`config.mk`:
```
export PLATFORM = sky130hd
export DESIGN_NAME = div_sqrt_issue_queue
export DESIGN_NICKNAME = d
export VERILOG_FILES = /design/src/rtl/div_sqrt_issue_queue_pkg.sv /design/src/rtl/div_sqrt_req_fifo.sv /design/src/rtl/div_sqrt_issue_queue.sv
export SDC_FILE = /design/constraint.sdc
export NUM_CORES = 1
export LEC_CHECK = 0
export ABC_AREA = 1
export CORE_AREA = 5 5 206 208
export CTS_BUF_LIST = sky130_fd_sc_hd__clkbuf_16
export CTS_CLUSTER_DIAMETER = 50
export CTS_CLUSTER_SIZE = 12
export DETAILED_ROUTE_END_ITERATION = 10
export DIE_AREA = 0 0 211 213
export DONT_BUFFER_PORTS = 1
export PLACE_DENSITY = 0.59
export SLEW_MARGIN = 0
export SYNTH_ARGS = -nofsm -noshare
export SYNTH_HDL_FRONTEND = slang
export SYNTH_SLANG_ARGS = --single-unit
```
`constraint.sdc`:
```
create_clock -name clock -period 12.7 [get_ports clock]
set_clock_uncertainty 0.1 [all_clocks]
set_input_delay 2.54 -clock clock [delete_from_list [all_inputs] [get_ports clock]]
set_output_delay 2.54 -clock clock [all_outputs]
set_load 0.01 [all_outputs]
```
`src/rtl/div_sqrt_issue_queue_pkg.sv`:
```
// Shared constants for the divide/sqrt issue queue: FSM state encodings and
// the widths of the fixed request/response fields.
package div_sqrt_issue_queue_pkg;

  typedef logic [1:0] state_t;

  localparam state_t ST_IDLE = 2'd0;
  localparam state_t ST_WAIT = 2'd1;
  localparam state_t ST_HOLD = 2'd2;

  localparam int SQRT_WIDTH  = 1;
  localparam int ROUND_WIDTH = 3;
  localparam int FLAG_WIDTH  = 5;

  // Packed request entry is {sqrtOp, a, b, roundingMode, tag}.
  function automatic int entryWidth(input int expW, input int sigW, input int tagW);
    return SQRT_WIDTH + 2 * (expW + sigW + 1) + ROUND_WIDTH + tagW;
  endfunction

endpackage

```
`src/rtl/div_sqrt_req_fifo.sv`:
```
// Request FIFO with wrap-bit pointers; only the pointers are reset, the
// storage array is left uninitialised.
module div_sqrt_req_fifo #(
  parameter int dataWidth = 8,
  parameter int depth     = 4
) (
  input  logic                 clock,
  input  logic                 reset,
  input  logic                 push,
  input  logic                 pop,
  input  logic [dataWidth-1:0] wdata,
  output logic [dataWidth-1:0] rdata,
  output logic                 empty,
  output logic                 full
);

  localparam int addrWidth = $clog2(depth);

  logic [addrWidth:0]   wptr;
  logic [addrWidth:0]   rptr;
  logic [dataWidth-1:0] mem [depth];

  always_ff @(posedge clock or posedge reset) begin
    if (reset) begin
      wptr <= '0;
      rptr <= '0;
    end else begin
      if (push && !full) wptr <= wptr + 1'b1;
      if (pop && !empty) rptr <= rptr + 1'b1;
    end
  end

  always_ff @(posedge clock) begin
    if (push && !full) mem[wptr[addrWidth-1:0]] <= wdata;
  end

  // Equal low bits with differing wrap bits means the writer lapped the reader.
  assign empty = (wptr == rptr);
  assign full  = (wptr[addrWidth] != rptr[addrWidth]) &&
                 (wptr[addrWidth-1:0] == rptr[addrWidth-1:0]);
  assign rdata = mem[rptr[addrWidth-1:0]];

endmodule

```
`src/rtl/div_sqrt_issue_queue.sv`:
```
// Buffers divide/sqrt requests and feeds them one at a time to a divider
// without result backpressure, holding each result until downstream takes it.
module div_sqrt_issue_queue
  import div_sqrt_issue_queue_pkg::*;
#(
  parameter int expWidth = 8,
  parameter int sigWidth = 24,
  parameter int depth    = 4,
  parameter int tagWidth = 4
) (
  input  logic                            clock,
  input  logic                            reset,
  input  logic                            req_valid,
  output logic                            req_ready,
  input  logic                            req_sqrtOp,
  input  logic [expWidth+sigWidth:0]      req_a,
  input  logic [expWidth+sigWidth:0]      req_b,
  input  logic [ROUND_WIDTH-1:0]          req_roundingMode,
  input  logic [tagWidth-1:0]             req_tag,
  input  logic                            ds_inReady,
  output logic                            ds_inValid,
  output logic                            ds_sqrtOp,
  output logic [expWidth+sigWidth:0]      ds_a,
  output logic [expWidth+sigWidth:0]      ds_b,
  output logic [ROUND_WIDTH-1:0]          ds_roundingMode,
  input  logic                            ds_outValid,
  input  logic [expWidth+sigWidth:0]      ds_out,
  input  logic [FLAG_WIDTH-1:0]           ds_exceptionFlags,
  output logic                            resp_valid,
  input  logic                            resp_ready,
  output logic [tagWidth-1:0]             resp_tag,
  output logic                            resp_sqrtOp,
  output logic [expWidth+sigWidth:0]      resp_out,
  output logic [FLAG_WIDTH-1:0]           resp_exceptionFlags,
  output logic                            busy,
  output logic                            protocol_err
);

  localparam int entryW = entryWidth(expWidth, sigWidth, tagWidth);

  state_t              state;
  state_t              stateNext;
  logic                empty;
  logic                full;
  logic                push;
  logic                issue;
  logic [entryW-1:0]   headEntry;
  logic [tagWidth-1:0] headTag;
  logic [tagWidth-1:0] flightTag;
  logic                flightSqrt;

  assign push  = req_valid && !full;
  assign issue = ds_inValid && ds_inReady;

  div_sqrt_req_fifo #(
    .dataWidth(entryW),
    .depth    (depth)
  ) u_fifo (
    .clock(clock),
    .reset(reset),
    .push (push),
    .pop  (issue),
    .wdata({req_sqrtOp, req_a, req_b, req_roundingMode, req_tag}),
    .rdata(headEntry),
    .empty(empty),
    .full (full)
  );

  assign {ds_sqrtOp, ds_a, ds_b, ds_roundingMode, headTag} = headEntry;

  // A new issue is allowed only when nothing is in the divider and the held
  // result is leaving this cycle, so at most one operation is ever outstanding.
  assign ds_inValid = !empty && ((state == ST_IDLE) || ((state == ST_HOLD) && resp_ready));
  assign req_ready  = !full;
  assign resp_valid = (state == ST_HOLD);
  assign busy       = !empty || (state != ST_IDLE);

  always_comb begin
    stateNext = state;
    case (state)
      ST_IDLE: if (issue) stateNext = ST_WAIT;
      ST_WAIT: if (ds_outValid) stateNext = ST_HOLD;
      ST_HOLD: if (resp_ready) stateNext = issue ? ST_WAIT : ST_IDLE;
      default: stateNext = ST_IDLE;
    endcase
  end

  always_ff @(posedge clock or posedge reset) begin
    if (reset) begin
      state        <= ST_IDLE;
      protocol_err <= 1'b0;
    end else begin
      state <= stateNext;
      if (ds_outValid && (state != ST_WAIT)) protocol_err <= 1'b1;
    end
  end

  always_ff @(posedge clock or posedge reset) begin
    if (reset) begin
      flightTag           <= '0;
      flightSqrt          <= 1'b0;
      resp_tag            <= '0;
      resp_sqrtOp         <= 1'b0;
      resp_out            <= '0;
      resp_exceptionFlags <= '0;
    end else begin
      if (issue) begin
        flightTag  <= headTag;
        flightSqrt <= ds_sqrtOp;
      end
      if ((state == ST_WAIT) && ds_outValid) begin
        resp_tag            <= flightTag;
        resp_sqrtOp         <= flightSqrt;
        resp_out            <= ds_out;
        resp_exceptionFlags <= ds_exceptionFlags;
      end
    end
  end

endmodule

```
==> results.yml <==
placement:
  post_dp_cell_area_um2: 13900
  hpwl_um: 16900
  portBuffers: 0
  gp_congestion: 0.704
routing:
  ant_nets: 0
  post_drt_wl_per_cell_um: 20.1
  vias_per_cell: 4.86
  vias: 7248
  first_iter_violations: 432
  first_pass_iters: 4
  drc_errors: 0
  wirelength_um: 30000
floorplanning:
  fp.dieW_um: 211
  start_util_pct: 34.4
  die_h_um: 213
  die_area_um2: 44900
  rows: 74
  core_area_um2: 40400
  io_pins: 236
job:
  cap_violations: 0
synthesis:
  syn_area_per_cell_um2: 13.9
  ys_seq_area_share_pct: 74.3
  syn_area_um2: 13900
  synth_top_cell_by_area: "edfxtp_1"
  synth.ff_latch_count: 353
  synthCells: 1000
  synthTopCellsByArea: "edfxtp_1, dfrtp_1, o21ai_0, buf_4, nor2_1"
  ys_warn_count: 0
  synth_top_area_share_pct: 64.1
  syn_nets: 1123
  yosys.cell_types.count: 26
clock_tree:
  path_clk_slew_ps: 60
  hold_buffers: 0
  post_cts_buffers: 0
  cts_resized: 0
  cts_tree: "built"
  clockRootBuffer: "clkbuf_16"
  clkLatencyLatePin_ps: 560
  clock_path_buffers: 3
  cts.sinks: 353
  cts_buffers: 43
  cts_max_level: 2
timing:
  setup_tns_ps: 0
  period_minus_slack_ps: 5980
  finalMaxSlewViolations: 0
  grt_setup_unrepaired: "no"
  hold_ws_ps: 379
  post-route-period-util_pct: 47.1
  slew_headroom_pct: 29.1
  setup_viol_count_final: 0
  finalHoldViolations: 0
  worst_slew_pin_slew_ps: 1060
  fmax_mhz: 167
status:
  status: "finished clean"
setup_path:
  slowest_stage: "buf_4"
  cp-end-kind: "output pin"
  criticalPathCategory: "flip-flop to output pin"
  crit_path_start: "u_fifo.rptr[0]$_DFFE_PP0P_"
  crit_path_max_fanout: 80
  rrSetupSlack_ps: 8680
  crit_chain: "inv_4 -> buf_4 -> o21ai_0 -> o22ai_1"
  ff2ff_path_depth: 7
  cp.required_ps: 10060
  crit_path_max_incr_delay_ps: 750
  timing.rr.end: "u_fifo.mem[3][49]$_DFFE_PP_"
  cp.arrival_ps: 3340
  reg2reg_from: "u_fifo.rptr[0]$_DFFE_PP0P_"
  start_kind: "flip-flop"
  endpoint: "ds_b[12]"
global_route:
  first_global_vias: 7239
  grt_busiest_layer: "met2"
  grt_pass1_wl_um: 44300
  grt_usage_pct: 12.9
  met2_usage_pct: 20.6
  gr-usage-met1_pct: 15.1
  grt_start_max_net_pins: 99
  antenna_found_initial: 0
  use_met3_pct: 6.69
  overflow: 0
power:
  power_density_nw_per_um2: 255
  irDropWorstVdd_mv: 0.125
  p_total_mw: 3.88
  p_leak_nw: 5.30
cells_and_area:
  final_area_um2: 15200
  antenna_cells: 0
  drive_gt1_share_pct: 12.9
  syn_to_final_growth_pct: 9.73
  nNetsFinal: 1055
worst_hold_path:
  hp-class: "flip-flop to flip-flop"
how the worst min path moves through the flow:
stage / startpoint / end / slack, ps / depth (start not counted)
after floorplan: flightTag[0]$_DFFE_PP0P_ / flightTag[0]$_DFFE_PP0P_ / 350 / 2
after global placement: flightTag[2]$_DFFE_PP0P_ / flightTag[2]$_DFFE_PP0P_ / 370 / 2
after detailed placement: flightTag[0]$_DFFE_PP0P_ / flightTag[0]$_DFFE_PP0P_ / 370 / 2
after CTS: flightTag[0]$_DFFE_PP0P_ / flightTag[0]$_DFFE_PP0P_ / 380 / 2
after global routing: flightTag[2]$_DFFE_PP0P_ / flightTag[2]$_DFFE_PP0P_ / 400 / 2
final: flightTag[1]$_DFFE_PP0P_ / flightTag[1]$_DFFE_PP0P_ / 380 / 2
sequential cells by signal, indices dropped and copies added (netlist names):
register,flops
u_fifo.mem,296
resp_out,33
resp_exceptionFlags,5
flightTag,4
resp_tag,4
u_fifo.rptr,3
u_fifo.wptr,3
state,2
flightSqrt,1
protocol_err,1
resp_sqrtOp,1
kinds of logic after synthesis:
logic type	synth area share (%)
buffers and inverters	6.38
AOI/OAI and AO/OA	8.24
adders and majority gates	0.451
DFF	74.3
xor gates and xnor gates	0.126
and+or+nand+nor	6.98
muxes	3.49
routing by layer:
layer	part of all wire, %	vias up
met3	12	45
met4	2.1	0
met5	0	-
li1	-	3421
met1	39	3511
met2	46	271
metrics by stage:
step / std cells / setup slack [ps] / utilization, %
after floorplan: 1000 / 6370 / -
after global routing: 1491 / 6430 / 37.7
after detailed placement: 1419 / 6750 / 34.4
final: 1491 / 6720 / 37.7
after global placement: 1419 / 6730 / 34.4
after CTS: 1491 / 6560 / 37.7
worst max-delay path, delay by kind of cell (launching register included):
family | cells | cell delay (ps)
compound gates | 2 | 590
flops | 1 | 710
buf+inv | 2 | 1370
synthesized netlist by cell type (all sizes together):
library cell	count
o22ai	69
dfrtp	57
a21o	1
nand2	61
nand3b	1
a21oi	1
o21ai	139
mux2	43
nor2	144
inv	34
nand3	16
buf	93
clkbuf	29
nand4	9
ha	5
edfxtp	296
xor2	2
power by group:
part           switching [mW]  leakage [nW]  internal (mW)
registers               0.174          3.39           1.57
logic                   0.727          1.22          0.271
clock network           0.469         0.685          0.675
layout by cell type, fill, tap and decap left out, types with 2 or more instances in the layout:
cell type | netlist | layout
inv_1 | 33 | 39
edfxtp_1 | 296 | 296
clkinv_2 | 0 | 3
bufinv_16 | 0 | 2
ha_1 | 5 | 5
o21ai_0 | 138 | 138
clkbuf_16 | 0 | 44
dfrtp_1 | 57 | 55
inv_2 | 1 | 2
nand2_1 | 58 | 58
clkinv_1 | 0 | 2
nor2_4 | 0 | 4
o22ai_1 | 69 | 69
mux2_1 | 7 | 7
nand3_1 | 13 | 13
nand2_2 | 2 | 2
clkinv_4 | 0 | 3
xor2_1 | 2 | 2
buf_4 | 74 | 9
inv_6 | 0 | 7
nor2_1 | 144 | 140
nand3_4 | 2 | 2
mux2_2 | 36 | 36
nand4_1 | 9 | 9
cell type report:
cell class                      instances  area (µm²)
Inverter                               34         130
Sequential cell                       353       10300
Clock inverter                         28         235
Multi-Input combinational cell        491        2710
Timing Repair Buffer                    9        67.6
Fill cell                            3764       25100
Clock buffer                           44        1100
Tap cell                              532         666
(Power assumes the default switching activity.)
